[config.mk]
export PLATFORM = sky130hd
export DESIGN_NAME = lms_adapt_ctrl_flat
export DESIGN_NICKNAME = d
export VERILOG_FILES = /design/src/rtl/lms_adapt_ctrl_if.sv /design/src/rtl/lms_adapt_ctrl.sv /design/src/flat_wrapper.sv
export SDC_FILE = /design/constraint.sdc
export NUM_CORES = 1
export LEC_CHECK = 0
export ABC_AREA = 1
export CAP_MARGIN = 20
export CORE_MARGIN = 4
export CORE_UTILIZATION = 30
export CTS_BUF_LIST = sky130_fd_sc_hd__clkbuf_4
export DETAILED_ROUTE_END_ITERATION = 12
export GPL_TIMING_DRIVEN = 0
export PLACE_DENSITY = 0.51
export SKIP_CTS_REPAIR_TIMING = 1
export SYNTH_ARGS = -nofsm -noshare
export SYNTH_HDL_FRONTEND = slang
export SYNTH_SLANG_ARGS = --single-unit
[constraint.sdc]
create_clock -name i_clk -period 2 [get_ports i_clk]
set_input_delay 0.4 -clock i_clk [delete_from_list [all_inputs] [get_ports i_clk]]
set_output_delay 0.4 -clock i_clk [all_outputs]
set_load 0.02 [all_outputs]
[src/rtl/lms_adapt_ctrl_if.sv]
// Control/status bundle between the receiver control logic and the LMS
// adaptation sequencer. The master drives the requests and the symbol
// strobe; the slave (the sequencer) drives the LMS controls and status.
interface lms_adapt_ctrl_if;
  logic              i_start;
  logic              i_stop;
  logic              i_freeze;
  logic              i_valid;
  logic signed [7:0] i_error;
  logic              o_lms_rst;
  logic              o_lms_en;
  logic signed [7:0] o_mu;
  logic [2:0]        o_state;
  logic [2:0]        o_gear;
  logic              o_locked;
  logic [7:0]        o_retrain_cnt;

  modport master (
    output i_start, i_stop, i_freeze, i_valid, i_error,
    input  o_lms_rst, o_lms_en, o_mu, o_state, o_gear, o_locked, o_retrain_cnt
  );

  modport slave (
    input  i_start, i_stop, i_freeze, i_valid, i_error,
    output o_lms_rst, o_lms_en, o_mu, o_state, o_gear, o_locked, o_retrain_cnt
  );
endinterface

[src/rtl/lms_adapt_ctrl.sv]
// LMS adaptation sequencer: clears the taps, walks a gear-shift step-size
// schedule from acquisition to tracking, and watches a windowed |error|
// sum to report lock and to retrain when tracking diverges.
module lms_adapt_ctrl #(
  parameter int MU_ACQ     = 64,
  parameter int N_GEARS    = 4,
  parameter int GEAR_LEN   = 1024,
  parameter int CLR_CYCLES = 2,
  parameter int WIN_LOG2   = 6,
  parameter int LOCK_THR   = 512,
  parameter int DIV_THR    = 4096
) (
  input  logic          i_clk,
  input  logic          i_rst_n,
  lms_adapt_ctrl_if.slave bus
);

  localparam int ACC_W = WIN_LOG2 + 7;
  localparam int SYM_W = $clog2(GEAR_LEN + 1);
  localparam int CLR_W = $clog2(CLR_CYCLES + 1);
  localparam logic signed [7:0] MU_INIT = 8'(MU_ACQ);

  typedef enum logic [2:0] {
    IDLE  = 3'd0,
    CLEAR = 3'd1,
    ACQ   = 3'd2,
    TRACK = 3'd3
  } state_t;

  state_t             state, state_next;
  logic [CLR_W-1:0]   clr_cnt;
  logic [SYM_W-1:0]   sym_cnt;
  logic [2:0]         gear;
  logic signed [7:0]  mu;
  logic [ACC_W-1:0]   acc;
  logic [WIN_LOG2-1:0] win_cnt;
  logic               locked;
  logic [7:0]         retrain_cnt;
  logic               lms_rst;

  logic               sym_en;
  logic [7:0]         err_neg;
  logic [6:0]         err_abs;
  logic               win_last;
  logic [ACC_W-1:0]   sum;
  logic               diverge;
  logic               gear_adv;
  logic               gear_to_track;
  logic               clr_done;
  logic [2:0]         gear_inc;

  // An enabled symbol is one LMS actually adapts on; freeze suppresses it.
  assign sym_en   = ((state == ACQ) || (state == TRACK)) && bus.i_valid && !bus.i_freeze;

  // Magnitude with -128 saturated to 127 so it fits in 7 bits.
  assign err_neg  = -bus.i_error;
  assign err_abs  = !bus.i_error[7] ? bus.i_error[6:0] :
                    (bus.i_error == 8'sh80) ? 7'h7f : err_neg[6:0];

  assign win_last = sym_en && (win_cnt == '1);
  assign sum      = acc + ACC_W'(err_abs);
  assign diverge  = win_last && (state == TRACK) && (int'(sum) > DIV_THR);

  assign gear_inc      = gear + 3'd1;
  assign gear_adv      = sym_en && (state == ACQ) && (sym_cnt == SYM_W'(GEAR_LEN - 1));
  assign gear_to_track = (int'(gear_inc) >= N_GEARS - 1);
  assign clr_done      = (state == CLEAR) && (clr_cnt == CLR_W'(CLR_CYCLES - 1));

  // State register.
  always_ff @(posedge i_clk or negedge i_rst_n) begin
    if (!i_rst_n) state <= IDLE;
    else          state <= state_next;
  end

  // Next state: stop beats start beats divergence beats gear advance.
  always_comb begin
    state_next = state;
    if (bus.i_stop) begin
      state_next = IDLE;
    end else if (bus.i_start) begin
      state_next = CLEAR;
    end else begin
      case (state)
        CLEAR:   if (clr_done) state_next = (N_GEARS <= 1) ? TRACK : ACQ;
        ACQ:     if (gear_adv && gear_to_track) state_next = TRACK;
        TRACK:   if (diverge) state_next = CLEAR;
        default: state_next = state;
      endcase
    end
  end

  // Clear pulse, step-size schedule, error window, lock and retrain count.
  always_ff @(posedge i_clk or negedge i_rst_n) begin
    if (!i_rst_n) begin
      clr_cnt     <= '0;
      sym_cnt     <= '0;
      gear        <= '0;
      mu          <= '0;
      acc         <= '0;
      win_cnt     <= '0;
      locked      <= 1'b0;
      retrain_cnt <= '0;
      lms_rst     <= 1'b0;
    end else begin
      lms_rst <= (state_next == CLEAR);
      if (bus.i_stop) begin
        mu     <= '0;
        locked <= 1'b0;
      end else if (bus.i_start) begin
        clr_cnt <= '0;
      end else if (state == CLEAR) begin
        clr_cnt <= clr_cnt + CLR_W'(1);
        if (clr_done) begin
          clr_cnt <= '0;
          gear    <= '0;
          mu      <= MU_INIT;
          sym_cnt <= '0;
          acc     <= '0;
          win_cnt <= '0;
          locked  <= 1'b0;
        end
      end else if (sym_en) begin
        win_cnt <= win_cnt + 1'b1;
        if (win_last) begin
          acc    <= '0;
          locked <= (state == TRACK) && (int'(sum) <= LOCK_THR);
        end else begin
          acc <= sum;
        end
        if (diverge) begin
          clr_cnt <= '0;
          locked  <= 1'b0;
          if (retrain_cnt != 8'hff) retrain_cnt <= retrain_cnt + 8'd1;
        end
        if (gear_adv) begin
          sym_cnt <= '0;
          gear    <= gear_inc;
          mu      <= MU_INIT >>> gear_inc;
        end else if (state == ACQ) begin
          sym_cnt <= sym_cnt + SYM_W'(1);
        end
      end
    end
  end

  assign bus.o_lms_rst     = lms_rst;
  assign bus.o_lms_en      = sym_en;
  assign bus.o_mu          = mu;
  assign bus.o_state       = state;
  assign bus.o_gear        = gear;
  assign bus.o_locked      = locked;
  assign bus.o_retrain_cnt = retrain_cnt;

endmodule

[src/flat_wrapper.sv]
// flat-port wrapper written by rule: the top's interface ports become plain ports
module lms_adapt_ctrl_flat 
#(
  parameter int MU_ACQ     = 64,
  parameter int N_GEARS    = 4,
  parameter int GEAR_LEN   = 1024,
  parameter int CLR_CYCLES = 2,
  parameter int WIN_LOG2   = 6,
  parameter int LOCK_THR   = 512,
  parameter int DIV_THR    = 4096
)
  (i_clk, i_rst_n, bus_i_start, bus_i_stop, bus_i_freeze, bus_i_valid, bus_i_error, bus_o_lms_rst, bus_o_lms_en, bus_o_mu, bus_o_state, bus_o_gear, bus_o_locked, bus_o_retrain_cnt);
  lms_adapt_ctrl_if bus_i ();
  input  logic i_clk;
  input  logic i_rst_n;
  input wire logic [$bits(bus_i.i_start)-1:0] bus_i_start;
  input wire logic [$bits(bus_i.i_stop)-1:0] bus_i_stop;
  input wire logic [$bits(bus_i.i_freeze)-1:0] bus_i_freeze;
  input wire logic [$bits(bus_i.i_valid)-1:0] bus_i_valid;
  input wire logic [$bits(bus_i.i_error)-1:0] bus_i_error;
  output wire logic [$bits(bus_i.o_lms_rst)-1:0] bus_o_lms_rst;
  output wire logic [$bits(bus_i.o_lms_en)-1:0] bus_o_lms_en;
  output wire logic [$bits(bus_i.o_mu)-1:0] bus_o_mu;
  output wire logic [$bits(bus_i.o_state)-1:0] bus_o_state;
  output wire logic [$bits(bus_i.o_gear)-1:0] bus_o_gear;
  output wire logic [$bits(bus_i.o_locked)-1:0] bus_o_locked;
  output wire logic [$bits(bus_i.o_retrain_cnt)-1:0] bus_o_retrain_cnt;
  assign bus_i.i_start = bus_i_start;
  assign bus_i.i_stop = bus_i_stop;
  assign bus_i.i_freeze = bus_i_freeze;
  assign bus_i.i_valid = bus_i_valid;
  assign bus_i.i_error = bus_i_error;
  assign bus_o_lms_rst = bus_i.o_lms_rst;
  assign bus_o_lms_en = bus_i.o_lms_en;
  assign bus_o_mu = bus_i.o_mu;
  assign bus_o_state = bus_i.o_state;
  assign bus_o_gear = bus_i.o_gear;
  assign bus_o_locked = bus_i.o_locked;
  assign bus_o_retrain_cnt = bus_i.o_retrain_cnt;
  lms_adapt_ctrl #(.MU_ACQ(MU_ACQ), .N_GEARS(N_GEARS), .GEAR_LEN(GEAR_LEN), .CLR_CYCLES(CLR_CYCLES), .WIN_LOG2(WIN_LOG2), .LOCK_THR(LOCK_THR), .DIV_THR(DIV_THR)) u_core (.i_clk(i_clk), .i_rst_n(i_rst_n), .bus(bus_i));
endmodule
# Yosys cells after proc, flatten, opt, wreduce, memory -nomap -nowiden

Cells that the tools add are included.

Add/subtract/negate cells: 7
$lt $le $gt $ge: 3
Equality and inequality tests: 12
Shifts and indexed selects: 1
Mux-type cells: 42
Bitwise operators: 3
Reduce and logical (&&, ||, !) cells: 27

Operators by type and width:

| operator                                                                            | number |
|---|---|
| 11-bit 2-to-1 mux                                                                   | 5 |
| 13-bit 2-to-1 mux                                                                   | 4 |
| 8-bit 2-to-1 mux                                                                    | 6 |
| 3-bit 2-to-1 mux                                                                    | 9 |
| 6-bit 2-to-1 mux                                                                    | 3 |
| 3-bit nonzero test                                                                  | 5 |
| 7-bit 2-to-1 mux                                                                    | 2 |
| 13-bit by 7-bit adder with 13-bit output                                            | 1 |
| 13-bit greater-than comparator (second input constant)                              | 1 |
| 13-bit by 10-bit less-or-equal comparator with 1-bit output (second input constant) | 1 |
| 4-bit AND reduction                                                                 | 3 |
| 11-bit by 1-bit adder with 11-bit output (second input constant)                    | 1 |
| 11-bit by 10-bit == test with 1-bit output (second input constant)                  | 1 |
| 1-bit logical AND                                                                   | 10 |
| 2-bit 2-to-1 mux                                                                    | 5 |
| 5-bit AND reduction                                                                 | 2 |
| 3-bit case mux with 3 select lines                                                  | 1 |
| 8-bit by 1-bit adder with 8-bit output (second input constant)                      | 1 |
| 8-bit == test (second input constant)                                               | 1 |
| 8-bit != test (second input constant)                                               | 1 |
| 8-bit by 3-bit >>> shifter with 8-bit output (first input constant)                 | 1 |
| 1-bit 2-to-1 mux                                                                    | 7 |
| 7-bit negator                                                                       | 1 |
| 6-bit by 1-bit adder with 6-bit output (second input constant)                      | 1 |
| 16 further kinds                                                                    | 22 |

Flip-flop bits (word level): 56
Output and inout port bits: 25
Word-level logic and storage cells: 105

# Longest topological paths before layout

Word-level depth: 12
Gate-level depth with buffers: 23

# Least setup slack after synthesis

No wires, ideal clock.

Path type: input port to flip-flop
From: input port bus_i_error[0]
To: register u_core.lms_rst (netlist: u_core.bus.o_lms_rst)
Setup time: 0.124 ns
Data arrival time: 2.746 ns
Setup slack: -0.870 ns
Stages: 20
Path buffers: 1
Path through: inv_1 > ha_1 > nand4_1 > or2_2 > clkbuf_1 > nand2_1 > ha_1 > fa_1 > inv_1 > nand2_1 > a21oi_1 > nand3_1 > nor2_1 > nand2_2 > nor2_4 > nand3_2 > nand2_2 > nand2_2 > nand2_1 > a21oi_1

Longest elaborated chain between the ends: 11

Ends and longest elaborated chain:

| what                                                  | line                                       | RTL |
|---|---|---|
| from (decl)                                           | flat_wrapper.sv:20                         | `input wire logic [$bits(bus_i.i_error)-1:0] bus_i_error;` |
| 7-bit negator / 8-bit == test (equally long branches) | lms_adapt_ctrl.sv:56, lms_adapt_ctrl.sv:58 |  |
| 7-bit 2-to-1 mux                                      | lms_adapt_ctrl.sv:58                       | `(bus.i_error == 8'sh80) ? 7'h7f : err_neg[6:0];` |
| 7-bit 2-to-1 mux *                                    | lms_adapt_ctrl.sv:57                       | `assign err_abs = !bus.i_error[7] ? bus.i_error[6:0] :` |
| 13-bit by 7-bit adder with 13-bit output *            | lms_adapt_ctrl.sv:61                       | `assign sum = acc + ACC_W'(err_abs);` |
| 13-bit greater-than comparator *                      | lms_adapt_ctrl.sv:62                       | `assign diverge = win_last && (state == TRACK) && (int'(sum) > DIV_THR);` |
| 1-bit logical AND *                                   | lms_adapt_ctrl.sv:62                       |  |
| 3-bit 2-to-1 mux *                                    | lms_adapt_ctrl.sv:86                       | `TRACK: if (diverge) state_next = CLEAR;` |
| 3-bit case mux with 3 select lines *                  | lms_adapt_ctrl.sv:83                       | `case (state)` |
| 3-bit 2-to-1 mux *                                    | lms_adapt_ctrl.sv:80                       | `end else if (bus.i_start) begin` |
| 3-bit 2-to-1 mux *                                    | lms_adapt_ctrl.sv:78                       | `if (bus.i_stop) begin` |
| 3-bit by 1-bit == test with 1-bit output *            | lms_adapt_ctrl.sv:105                      | `lms_rst <= (state_next == CLEAR);` |
| to (signal assigned)                                  | lms_adapt_ctrl.sv:105                      |  |
| to (decl)                                             | lms_adapt_ctrl.sv:39                       | `logic lms_rst;` |

Every way passes the cells marked *; elsewhere a longest branch is shown, timed or not.
A chain may end at the register's enable or synchronous reset.

# Worst setup path after layout

Same ends and word-level chain as after synthesis.

==> impl_summary.md <==
Outcome
The run finished, with violations left. The final reports fail on setup timing.

STA
Headroom to the max-slew limit came out at 59.7%. The final-report max-slew violation count came to 0. Setup repair after global routing could not meet its margin everywhere.

The number of endpoints failing setup at the final stage is 14. The worst path uses 129% of the clock period. Once routing completed, OpenROAD measured the worst setup slack at -584 ps. Subtracting the final worst setup slack from the clock period gives 2580 ps. The worst clock skew is 15.1 ps. Hold timing on the final database bottoms out at a slack of approximately 500 ps.

Derived from the worst setup path, the maximum achievable clock frequency is 0.387 GHz. The final count of hold timing violations is 0. For the pin with the worst max-slew slack, the measured transition is 600 ps.

Floorplanning
The die is 120 µm tall. The floorplan step defined a core boundary enclosing 12,200 µm². The die width is 120 µm. In this run the core area contains 40 standard-cell rows.

The die area is 14,500 µm². The count of boundary I/O pins is 39. The initial standard-cell utilization of the core is 31.1%.

Final layout
The number of nets in the finished design is 605. The area overhead of the layout relative to synthesis is 27.2%. The post-route netlist has between 20% and 30% of its cells at a drive strength greater than 1.

The final non-filler cell area is approximately 4800 µm².

Pwr
Summed over all nets, the switching power comes to 0.00200 W. The overall power consumption is between 0.004 and 0.005 W. The share of total power dissipated in the clock network is 15.1%. The switching power as a share of total power is 44.5%. The power share of the combinational group is 50.8%. The areal power density over the cells is roughly 930 nW/µm². VDD sags by at most 348 µV. The static leakage is 2.42 nW.

The share of total power dissipated in sequential elements is between 30% and 40%. The internal power of the cells totals 0.00249 W.

Synthesis
Yosys printed 0 warnings. Yosys instantiated no cell more often than sky130_fd_sc_hd__nand2_1. Counting every instance in the synthesized netlist gives between 500 and 600. Of the post-synthesis cell area, the dominant cell type holds 36.4%. A synthesized cell averages 7.28 µm². In this run, synthesis produced a sequential element count of 55.

The biggest area contributor in the post-synthesis netlist is sky130_fd_sc_hd__dfrtp_1. The commonest register cell after synthesis is sky130_fd_sc_hd__dfrtp_1. The synthesized netlist net count is 550. Sorting the synthesized cells by area gives the leading types as sky130_fd_sc_hd__dfrtp_1 (36%), sky130_fd_sc_hd__nand2_1 (13%), sky130_fd_sc_hd__inv_1 (7.3%). The share of flip-flops with an asynchronous set or reset is 100%.

The synthesized design contains 0 enable-type register cells. The netlist area before placement is 3780 µm². The commonest cells after synthesis are sky130_fd_sc_hd__nand2_1 (132), sky130_fd_sc_hd__inv_1 (73), sky130_fd_sc_hd__dfrtp_1 (55), sky130_fd_sc_hd__nand3_1 (38), sky130_fd_sc_hd__nor2_1 (38). The count of cell types in the netlist is 45. The sequential share of the synthesized area is between 30 and 40%.

Detailed routing
After detailed routing, the number of remaining DRC violations is 0. The residual antenna-violating net count after detailed routing is 0. The total vias in the final route is roughly 3,400. For this block, the routed nets add up to 9.31 mm of wire.

In the routed layout, each cell is associated on average with a via count of between 4 and 5. The routed wirelength normalized by instance count is 12.5 µm. The initial DRC count is between 150 and 200. The number of detailed-routing iterations run before antenna repair is 4.

Global routing
Summed over all layers, the global routing overflow is 0. The maximum number of pins on one net before global-route repair is 34. The global-route wire length before repair is 15.4 mm.

The via count of the first global-routing pass was 3,231. For this run, the total global-route usage over all layers was measured as between 10% and 20%. The initial antenna violation count is 1.

Placed design
After detailed placement, the total cell area comes to 4480 µm². Routability-driven placement finished with a final weighted congestion of about 0.82. Input and output buffers added on the ports amount to 37. The placed wire-length estimate after detailed placement is 7.13 mm.

Clocking
TritonCTS created 5 clock buffers. The maximum level of the CTS H-tree is 2. The TritonCTS clock tree is yes.

The master cell of the clock root buffer is sky130_fd_sc_hd__clkbuf_4. The worst-skew pair later-pin latency is 400 ps. The total number of clock tree sinks is 55. The clock passes through at most 2 buffers. The clock transition at the registers of the reported paths is between 150 and 200 ps.

Worst setup path
The sort of element at the start of the critical path is an input port. Data on the critical path is required at its endpoint by between 2000 and 2500 ps. The critical path arrival is about 2900 ps. The category of the critical setup timing path is in -> reg. Along the worst path, the maximum fanout reaches 6.

The element type at the critical path end is a flip-flop.

Flow run
The max-capacitance violation count is 0.

Worst hold path
The type of the tightest min-delay check is in -> async.
-- power by group through the flow --
stage               Clock [W]  Combinational, W  Sequential [W]
global placement            0           0.00201         0.00153
CTS                  0.000712           0.00205         0.00151
floorplan                   0           0.00159         0.00150
detailed placement          0           0.00204         0.00153
finish               0.000678           0.00228         0.00153
global route         0.000757           0.00261         0.00156
-- placed cells by master, fill, tap and decap left out, types with 9 or more instances in the layout --
| master | n |
|---|---|
| sky130_fd_sc_hd__buf_4 | 10 |
| sky130_fd_sc_hd__o21ai_0 | 19 |
| sky130_fd_sc_hd__nor3_1 | 9 |
| sky130_fd_sc_hd__nand2_2 | 23 |
| sky130_fd_sc_hd__xor2_1 | 10 |
| sky130_fd_sc_hd__inv_2 | 14 |
| sky130_fd_sc_hd__inv_1 | 66 |
| sky130_fd_sc_hd__nor2_1 | 34 |
| sky130_fd_sc_hd__a21oi_1 | 15 |
| sky130_fd_sc_hd__ha_1 | 9 |
| sky130_fd_sc_hd__nand2_1 | 123 |
| sky130_fd_sc_hd__nand3_2 | 9 |
| sky130_fd_sc_hd__nand3_1 | 33 |
| sky130_fd_sc_hd__clkdlybuf4s50_1 | 25 |
| sky130_fd_sc_hd__dfrtp_1 | 52 |
| sky130_fd_sc_hd__nand4_1 | 16 |
-- worst max-delay path: stages --
cell and delay (ps):
sky130_fd_sc_hd__buf_12 110, sky130_fd_sc_hd__inv_12 50, sky130_fd_sc_hd__ha_4 140, sky130_fd_sc_hd__nand4_1 100
sky130_fd_sc_hd__or2_4 290, sky130_fd_sc_hd__o211ai_1 190, sky130_fd_sc_hd__fa_2 500, sky130_fd_sc_hd__inv_2 70
sky130_fd_sc_hd__nand2_2 40, sky130_fd_sc_hd__a21oi_2 100, sky130_fd_sc_hd__nand3_1 90, sky130_fd_sc_hd__nor2_2 120
sky130_fd_sc_hd__nand2_2 80, sky130_fd_sc_hd__nor2_4 150, sky130_fd_sc_hd__nand3_2 100, sky130_fd_sc_hd__nand2_4 130
sky130_fd_sc_hd__nand2_4 80, sky130_fd_sc_hd__nand2_2 80, sky130_fd_sc_hd__a21oi_2 50
-- flip-flops by register name, summed over array words and instances, names as in the netlist --
| register | count |
|---|---|
| u_core.acc | 13 |
| u_core.bus.o_gear | 3 |
| u_core.bus.o_lms_rst | 1 |
| u_core.bus.o_locked | 1 |
| u_core.bus.o_mu | 7 |
| u_core.bus.o_retrain_cnt | 8 |
| u_core.bus.o_state | 3 |
| u_core.clr_cnt | 2 |
| u_core.sym_cnt | 11 |
| u_core.win_cnt | 6 |
-- through the flow --
step | TNS [ps] | utilization, % | worst slack (ps) | cells
2_1_floorplan | -10670 | - | -737 | 519
3_3_place_gp | -114830 | 36.7 | -1750 | 724
3_5_place_dp | -36990 | 36.8 | -1740 | 725
4_1_cts | -22930 | 37.5 | -1300 | 733
5_1_grt | -9720 | 39.5 | -711 | 744
6_report | -6970 | 39.5 | -584 | 744
-- area by class of cell --
type / instances / area (µm²)
clock inverters: 2 / 38.8
multi-input cells: 372 / 2250
repair buffers: 49 / 479
clock buffers: 6 / 45.0
flip-flops and latches: 55 / 1380
fillers: 1260 / 7360
diodes: 1 / 2.50
plain buffers: 7 / 55.1
well taps: 168 / 210
inverters: 84 / 345
-- per-layer routing --
metal  GRT usage [%]  part of all wire (%)  vias to the layer above
met5               0                     0                        -
met4            3.75                   1.1                        0
met1            18.0                    50                     1602
met3            2.10                   2.1                        6
met2            20.7                    47                       39
li1                -                     -                     1783
-- worst paths after layout --
check,slack (ps),start,cells past startpoint,to
max,-580,bus_i_error[0],19,u_core.bus.o_lms_rst
max reg2reg,-260,u_core.acc[0],14,u_core.bus.o_lms_rst
min,500,i_rst_n,2,u_core.sym_cnt[3]
max in group asynchronous,900,i_rst_n,3,u_core.bus.o_retrain_cnt[5]
min reg2reg,500,u_core.clr_cnt[1],2,u_core.clr_cnt[1]
min in group i_clk,500,u_core.clr_cnt[1],2,u_core.clr_cnt[1]
-- cells by family after synthesis --
kind of cell               Yosys count  synth area share (%)
other                                1                0.0993
and+or+nand+nor                    278                  34.5
adders and majority gates           17                  5.83
AOI/OAI and AO/OA                   63                  10.2
DFF                                 55                  36.4
buffers and inverters               92                  9.74
xor gates and xnor gates            13                  3.21
No activity file was read; power rests on OpenSTA's default activity.
